===== config.mk =====
export PLATFORM = sky130hd
export DESIGN_NAME = branch_predictor_table
export DESIGN_NICKNAME = d
export VERILOG_FILES = /design/src/rtl/branch_predictor_table.sv
export SDC_FILE = /design/constraint.sdc
export NUM_CORES = 1
export LEC_CHECK = 0
export BUFFER_PORTS_ARGS = -buffer_cell sky130_fd_sc_hd__buf_4
export CAP_MARGIN = 5
export CORE_MARGIN = 2
export CORE_UTILIZATION = 40
export CTS_CLUSTER_DIAMETER = 50
export DETAILED_ROUTE_END_ITERATION = 10
export PLACE_DENSITY = 0.57
export RECOVER_POWER = 50
export SYNTH_ARGS = -nofsm -noshare
export SYNTH_HDL_FRONTEND = slang
export SYNTH_SLANG_ARGS = --single-unit

===== constraint.sdc =====
create_clock -name clk -period 3.8 [get_ports clk]
set_input_delay 0.76 -clock clk [delete_from_list [all_inputs] [get_ports clk]]
set_output_delay 0.76 -clock clk [all_outputs]
set_load 0.02 [all_outputs]

===== src/rtl/branch_predictor_table.sv =====
// ============================================================================
// Module      : branch_predictor_table
// Description : Table of saturating branch-direction counters with a
//               registered prediction port, an execute update port and a
//               self-walking table clear.
// Revision    : 1.0 - initial release
// ============================================================================
`default_nettype none

module branch_predictor_table #(
    parameter int INDEX_BITS = 5,
    parameter int CTR_BITS   = 2,
    parameter int INIT_STATE = 1
) (
    input  logic                  clk,
    input  logic                  arst_n,
    input  logic                  en,
    input  logic [INDEX_BITS-1:0] rd_addr,
    input  logic                  wr_en,
    input  logic [INDEX_BITS-1:0] wr_addr,
    input  logic                  taken,
    input  logic                  clear,
    output logic                  prediction,
    output logic                  pred_strong,
    output logic                  busy
);

    localparam int                    c_ENTRIES  = 1 << INDEX_BITS;
    localparam logic [CTR_BITS-1:0]   c_CTR_MAX  = '1;
    localparam logic [CTR_BITS-1:0]   c_CTR_MIN  = '0;
    localparam logic [CTR_BITS-1:0]   c_CTR_ONE  = CTR_BITS'(1);
    localparam logic [CTR_BITS-1:0]   c_INIT     = CTR_BITS'(INIT_STATE);
    localparam logic [INDEX_BITS-1:0] c_LAST_IDX = '1;
    localparam logic [INDEX_BITS-1:0] c_IDX_ONE  = INDEX_BITS'(1);

    localparam logic [0:0] c_ST_IDLE  = 1'b0;
    localparam logic [0:0] c_ST_CLEAR = 1'b1;

    logic [0:0]            r_state;
    logic [0:0]            w_state_next;
    logic [INDEX_BITS-1:0] r_clr_idx;
    logic [INDEX_BITS-1:0] w_clr_idx_next;
    logic                  r_prediction;
    logic                  r_pred_strong;

    logic [CTR_BITS-1:0]   w_ctr [c_ENTRIES];
    logic                  w_busy;
    logic                  w_upd;
    logic [CTR_BITS-1:0]   w_upd_old;
    logic [CTR_BITS-1:0]   w_upd_new;
    logic [CTR_BITS-1:0]   w_rd_val;

    assign w_busy    = (r_state == c_ST_CLEAR);
    assign w_upd     = en && wr_en && !w_busy;
    assign w_upd_old = w_ctr[wr_addr];

    always_comb begin
        w_upd_new = w_upd_old;
        if (taken) begin
            if (w_upd_old != c_CTR_MAX) begin
                w_upd_new = w_upd_old + c_CTR_ONE;
            end
        end else if (w_upd_old != c_CTR_MIN) begin
            w_upd_new = w_upd_old - c_CTR_ONE;
        end
    end

    // Same-index update forwards its new value so fetch never sees stale state.
    assign w_rd_val = (w_upd && (rd_addr == wr_addr)) ? w_upd_new : w_ctr[rd_addr];

    // ------------------------------------------------------------------------
    // Counter storage: the clear walk and execute updates are mutually
    // exclusive because updates are only accepted while not busy.
    // ------------------------------------------------------------------------
    for (genvar gi = 0; gi < c_ENTRIES; gi++) begin : g_entry
        logic [CTR_BITS-1:0] r_val;
        logic                w_walk_hit;
        logic                w_upd_hit;

        assign w_walk_hit = w_busy && (r_clr_idx == INDEX_BITS'(gi));
        assign w_upd_hit  = w_upd && (wr_addr == INDEX_BITS'(gi));

        always_ff @(posedge clk or negedge arst_n) begin
            if (!arst_n) begin
                r_val <= c_INIT;
            end else if (w_walk_hit) begin
                r_val <= c_INIT;
            end else if (w_upd_hit) begin
                r_val <= w_upd_new;
            end
        end

        assign w_ctr[gi] = r_val;
    end

    // ------------------------------------------------------------------------
    // Clear walk state machine
    // ------------------------------------------------------------------------
    always_ff @(posedge clk or negedge arst_n) begin
        if (!arst_n) begin
            r_state   <= c_ST_IDLE;
            r_clr_idx <= '0;
        end else begin
            r_state   <= w_state_next;
            r_clr_idx <= w_clr_idx_next;
        end
    end

    always_comb begin
        w_state_next   = r_state;
        w_clr_idx_next = r_clr_idx;
        case (r_state)
            c_ST_IDLE: begin
                if (clear) begin
                    w_state_next   = c_ST_CLEAR;
                    w_clr_idx_next = '0;
                end
            end
            c_ST_CLEAR: begin
                // A repeated clear is ignored; the walk always finishes once.
                w_clr_idx_next = r_clr_idx + c_IDX_ONE;
                if (r_clr_idx == c_LAST_IDX) begin
                    w_state_next = c_ST_IDLE;
                end
            end
            default: begin
                w_state_next   = c_ST_IDLE;
                w_clr_idx_next = '0;
            end
        endcase
    end

    // ------------------------------------------------------------------------
    // Registered prediction port
    // ------------------------------------------------------------------------
    always_ff @(posedge clk or negedge arst_n) begin
        if (!arst_n) begin
            r_prediction  <= 1'b0;
            r_pred_strong <= 1'b0;
        end else if (w_busy) begin
            r_prediction  <= 1'b0;
            r_pred_strong <= 1'b0;
        end else if (en) begin
            r_prediction  <= w_rd_val[CTR_BITS-1];
            r_pred_strong <= (w_rd_val == c_CTR_MAX) || (w_rd_val == c_CTR_MIN);
        end
    end

    assign prediction  = r_prediction;
    assign pred_strong = r_pred_strong;
    assign busy        = r_state[0];

endmodule

`default_nettype wire


==> flow_summary.json <==
{
  "cts.path.max_buffers": 2,
  "fp.dieH_um": 115,
  "cts_num_sinks": 72,
  "period_share_pct": 74.0,
  "fmax_mhz": 356,
  "numCtsBuffers": 9,
  "reg2regPathDepth": 7,
  "drcViolationCount": 0,
  "ys_seq_elements": 72,
  "critical_path.endpoint_type": "flip-flop",
  "required_ns": 4.00,
  "ir_worst_vdd_mv": 0.343,
  "total_power_uw": 2980,
  "final-setup-viol-count": 0,
  "antenna_found_initial": 0,
  "yosysTopAreaCell": "dfrtp_1",
  "netlist_top_cells_count": "nand2_1 (74), mux2i_1 (65), nor2_1 (43), dfrtp_1 (40)",
  "netlist_area_um2": 4940,
  "finalCriticalPeriod_ns": 2.81,
  "yosys-top-cells-area": "dfrtp_1 (20%), dfstp_2 (17%), mux2i_1 (13%)",
  "avgRoutedWirePerCell_um": 22.9,
  "worst_slack_ns": 0.988,
  "worst_pin_slew_ns": 1.84,
  "crit_fanout": 33,
  "synth_top_area_share_pct": 20.3,
  "postSynthCellCount": 536,
  "rsz0062_at_grt": "no",
  "cp.arrival_ns": 3.01,
  "pre_cts_ws_ns": 0.734,
  "path_class": "in -> reg",
  "htreeDepth": 3,
  "cts-resized-gates": 0,
  "postRouteAntennaNets": 0,
  "portBuffers": 18,
  "maxCapViolations": 1,
  "area.growth.synth_to_final_pct": 7.35,
  "tns_ns": 0,
  "grtUsageTotal_pct": 25.2,
  "post_cts_buffers": 0,
  "coreArea_um2": 12000,
  "start_util_pct": 41.1,
  "ys.flop_type": "dfrtp_1",
  "status": "finished, violations left",
  "synth.most_common_cell": "nand2_1",
  "num_rows": 40,
  "grt_overflow": 0,
  "syn-num-nets": 558,
  "maxSlewViolCount": 73,
  "drt_iter0_markers": 383,
  "violations": "capacitance limit, slew limit",
  "cellLeakagePower_uw": 0.00218,
  "synth.avg_cell_area_um2": 9.21,
  "die_x_um": 115,
  "tritoncts": "yes",
  "clk_latency_ns": 0.35,
  "seq_area_frac_synth_pct": 37.3,
  "layout.nets": 554,
  "grt_max_degree": 73,
  "hold_viol_final": 0,
  "fill_cells": 1175,
  "hpwl_mm": 11.2,
  "viasPerCell": 6.15,
  "ios": 19,
  "min_to": "g_entry[1].r_val[0]",
  "cts_root_buffer": "clkbuf_16",
  "ys_types": 55,
  "max-slew-margin-rel_pct": -23.0,
  "cts.clk_slew.worst_paths_ns": 0.05,
  "whs_path_depth": 2,
  "wl_mm": 15.7,
  "r2r-end": "g_entry[9].r_val[0]",
  "synth_edf_count": 0,
  "hold_class": "reg -> reg",
  "synthArstFlopShare_pct": 100,
  "min-delay-start": "g_entry[1].r_val[0]",
  "place.gp.congestion": 0.959,
  "skew_ns": 0.00892,
  "first_pass_iters": 5,
  "regToRegStartpoint": "busy",
  "rrSetupSlack_ns": 1.25,
  "vias": 4205,
  "drive_gt1_share_pct": 19.4,
  "ys_warn_count": 0,
  "n_antenna_cell": 0,
  "hold_buffers": 0,
  "die_area_um2": 13200,
  "grt_pass1_wl_mm": 24.5,
  "p_per_area_nw_per_um2": 562,
  "critPathLaunchType": "input port",
  "grt_pass1_vias": 4132
}
[power by group]
| group | switching (uW) | leakage, uW | internal (uW) |
|---|---|---|---|
| registers | 226 | 0.000867 | 990 |
| logic | 598 | 0.00117 | 331 |
| clock network | 329 | 0.000140 | 505 |
[how the worst max path moves through the flow]
| stage | start | depth (start not counted) | slack (ns) | endpoint |
|---|---|---|---|---|
| 6_report | wr_addr[1] | 8 | 0.99 | g_entry[0].r_val[1] |
| 5_1_grt | wr_addr[1] | 8 | 0.88 | g_entry[20].r_val[1] |
| 2_1_floorplan | rd_addr[1] | 8 | 1.51 | pred_strong |
| 4_1_cts | wr_addr[1] | 8 | 1.10 | g_entry[24].r_val[1] |
| 3_3_place_gp | wr_addr[1] | 8 | 0.87 | g_entry[24].r_val[1] |
| 3_5_place_dp | wr_addr[1] | 8 | 0.73 | g_entry[24].r_val[1] |
[placed cells by master (no fill, tap or decap), drive strengths merged, types with 3 or more instances in the layout]
cell type and n:
a21boi 3, a21o 3, a21oi 40, a22oi 19
a311oi 3, and2 3, buf 19, clkbuf 13
clkinv 3, dfrtp 40, dfstp 32, ha 6
inv 4, mux2i 67, mux4 5, nand2 75
nand2b 10, nand3 27, nand3b 6, nand4 6
nor2 44, nor2b 10, nor3 15, o211ai 13
o21ai 42, o22ai 3, o31ai 3, xnor2 4
xor2 3
[final cells by class]
type / instances / area [um^2] / share of cell area [%]
repair buffers: 20 / 148 / 2.79
clock inverters: 4 / 45.0 / 0.850
flip-flops and latches: 72 / 1840 / 34.7
multi-input cells: 425 / 2830 / 53.4
well taps: 147 / 184 / 3.47
clock buffers: 12 / 236 / 4.46
inverters: 4 / 15.0 / 0.283
[stage by stage]
step | instances | instance area, um^2 | hold WS [ns] | utilization [%]
after floorplan | 536 | 4940 | 0.464 | -
after global placement | 668 | 5020 | 0.488 | 41.8
after detailed placement | 668 | 5020 | 0.494 | 41.8
after CTS | 684 | 5300 | 0.502 | 44.1
after global routing | 684 | 5300 | 0.516 | 44.1
final | 684 | 5300 | 0.503 | 44.1
[metal layers]
metal  GRT usage, %  up-vias  wire, um  part of all wire [%]
li1               -     1926         -                     -
met1           35.4     2082      7070                    45
met2           38.3      173      7020                    45
met3           5.59       24      1230                   7.8
met4           8.76        0       333                   2.1
met5              0        -         0                     0
[flip-flops by register name, summed over array words and instances (netlist names)]
signal and cells:
busy 1, g_entry.r_val 64, pred_strong 1, prediction 1, r_clr_idx 5
[worst max-delay path: stages]
cell and delay (ns):
buf_4 0.41, and2_1 0.48, a22oi_1 0.19, nand3_1 0.14, nand4_2 0.15, nor2_1 0.24
a21o_4 0.43, a21oi_1 0.15
[logic make-up (layout without fill, tap and decap cells)]
kind of cell	after synthesis	after routing	synth area share [%]
buf+inv	39	40	5.37
simple gates	205	205	19.5
flops	72	72	37.3
compound gates	134	134	18.5
mux	73	73	16.6
fa+ha+maj	6	6	1.52
xor+xnor	7	7	1.24
No activity file was read; power rests on OpenSTA's default activity.
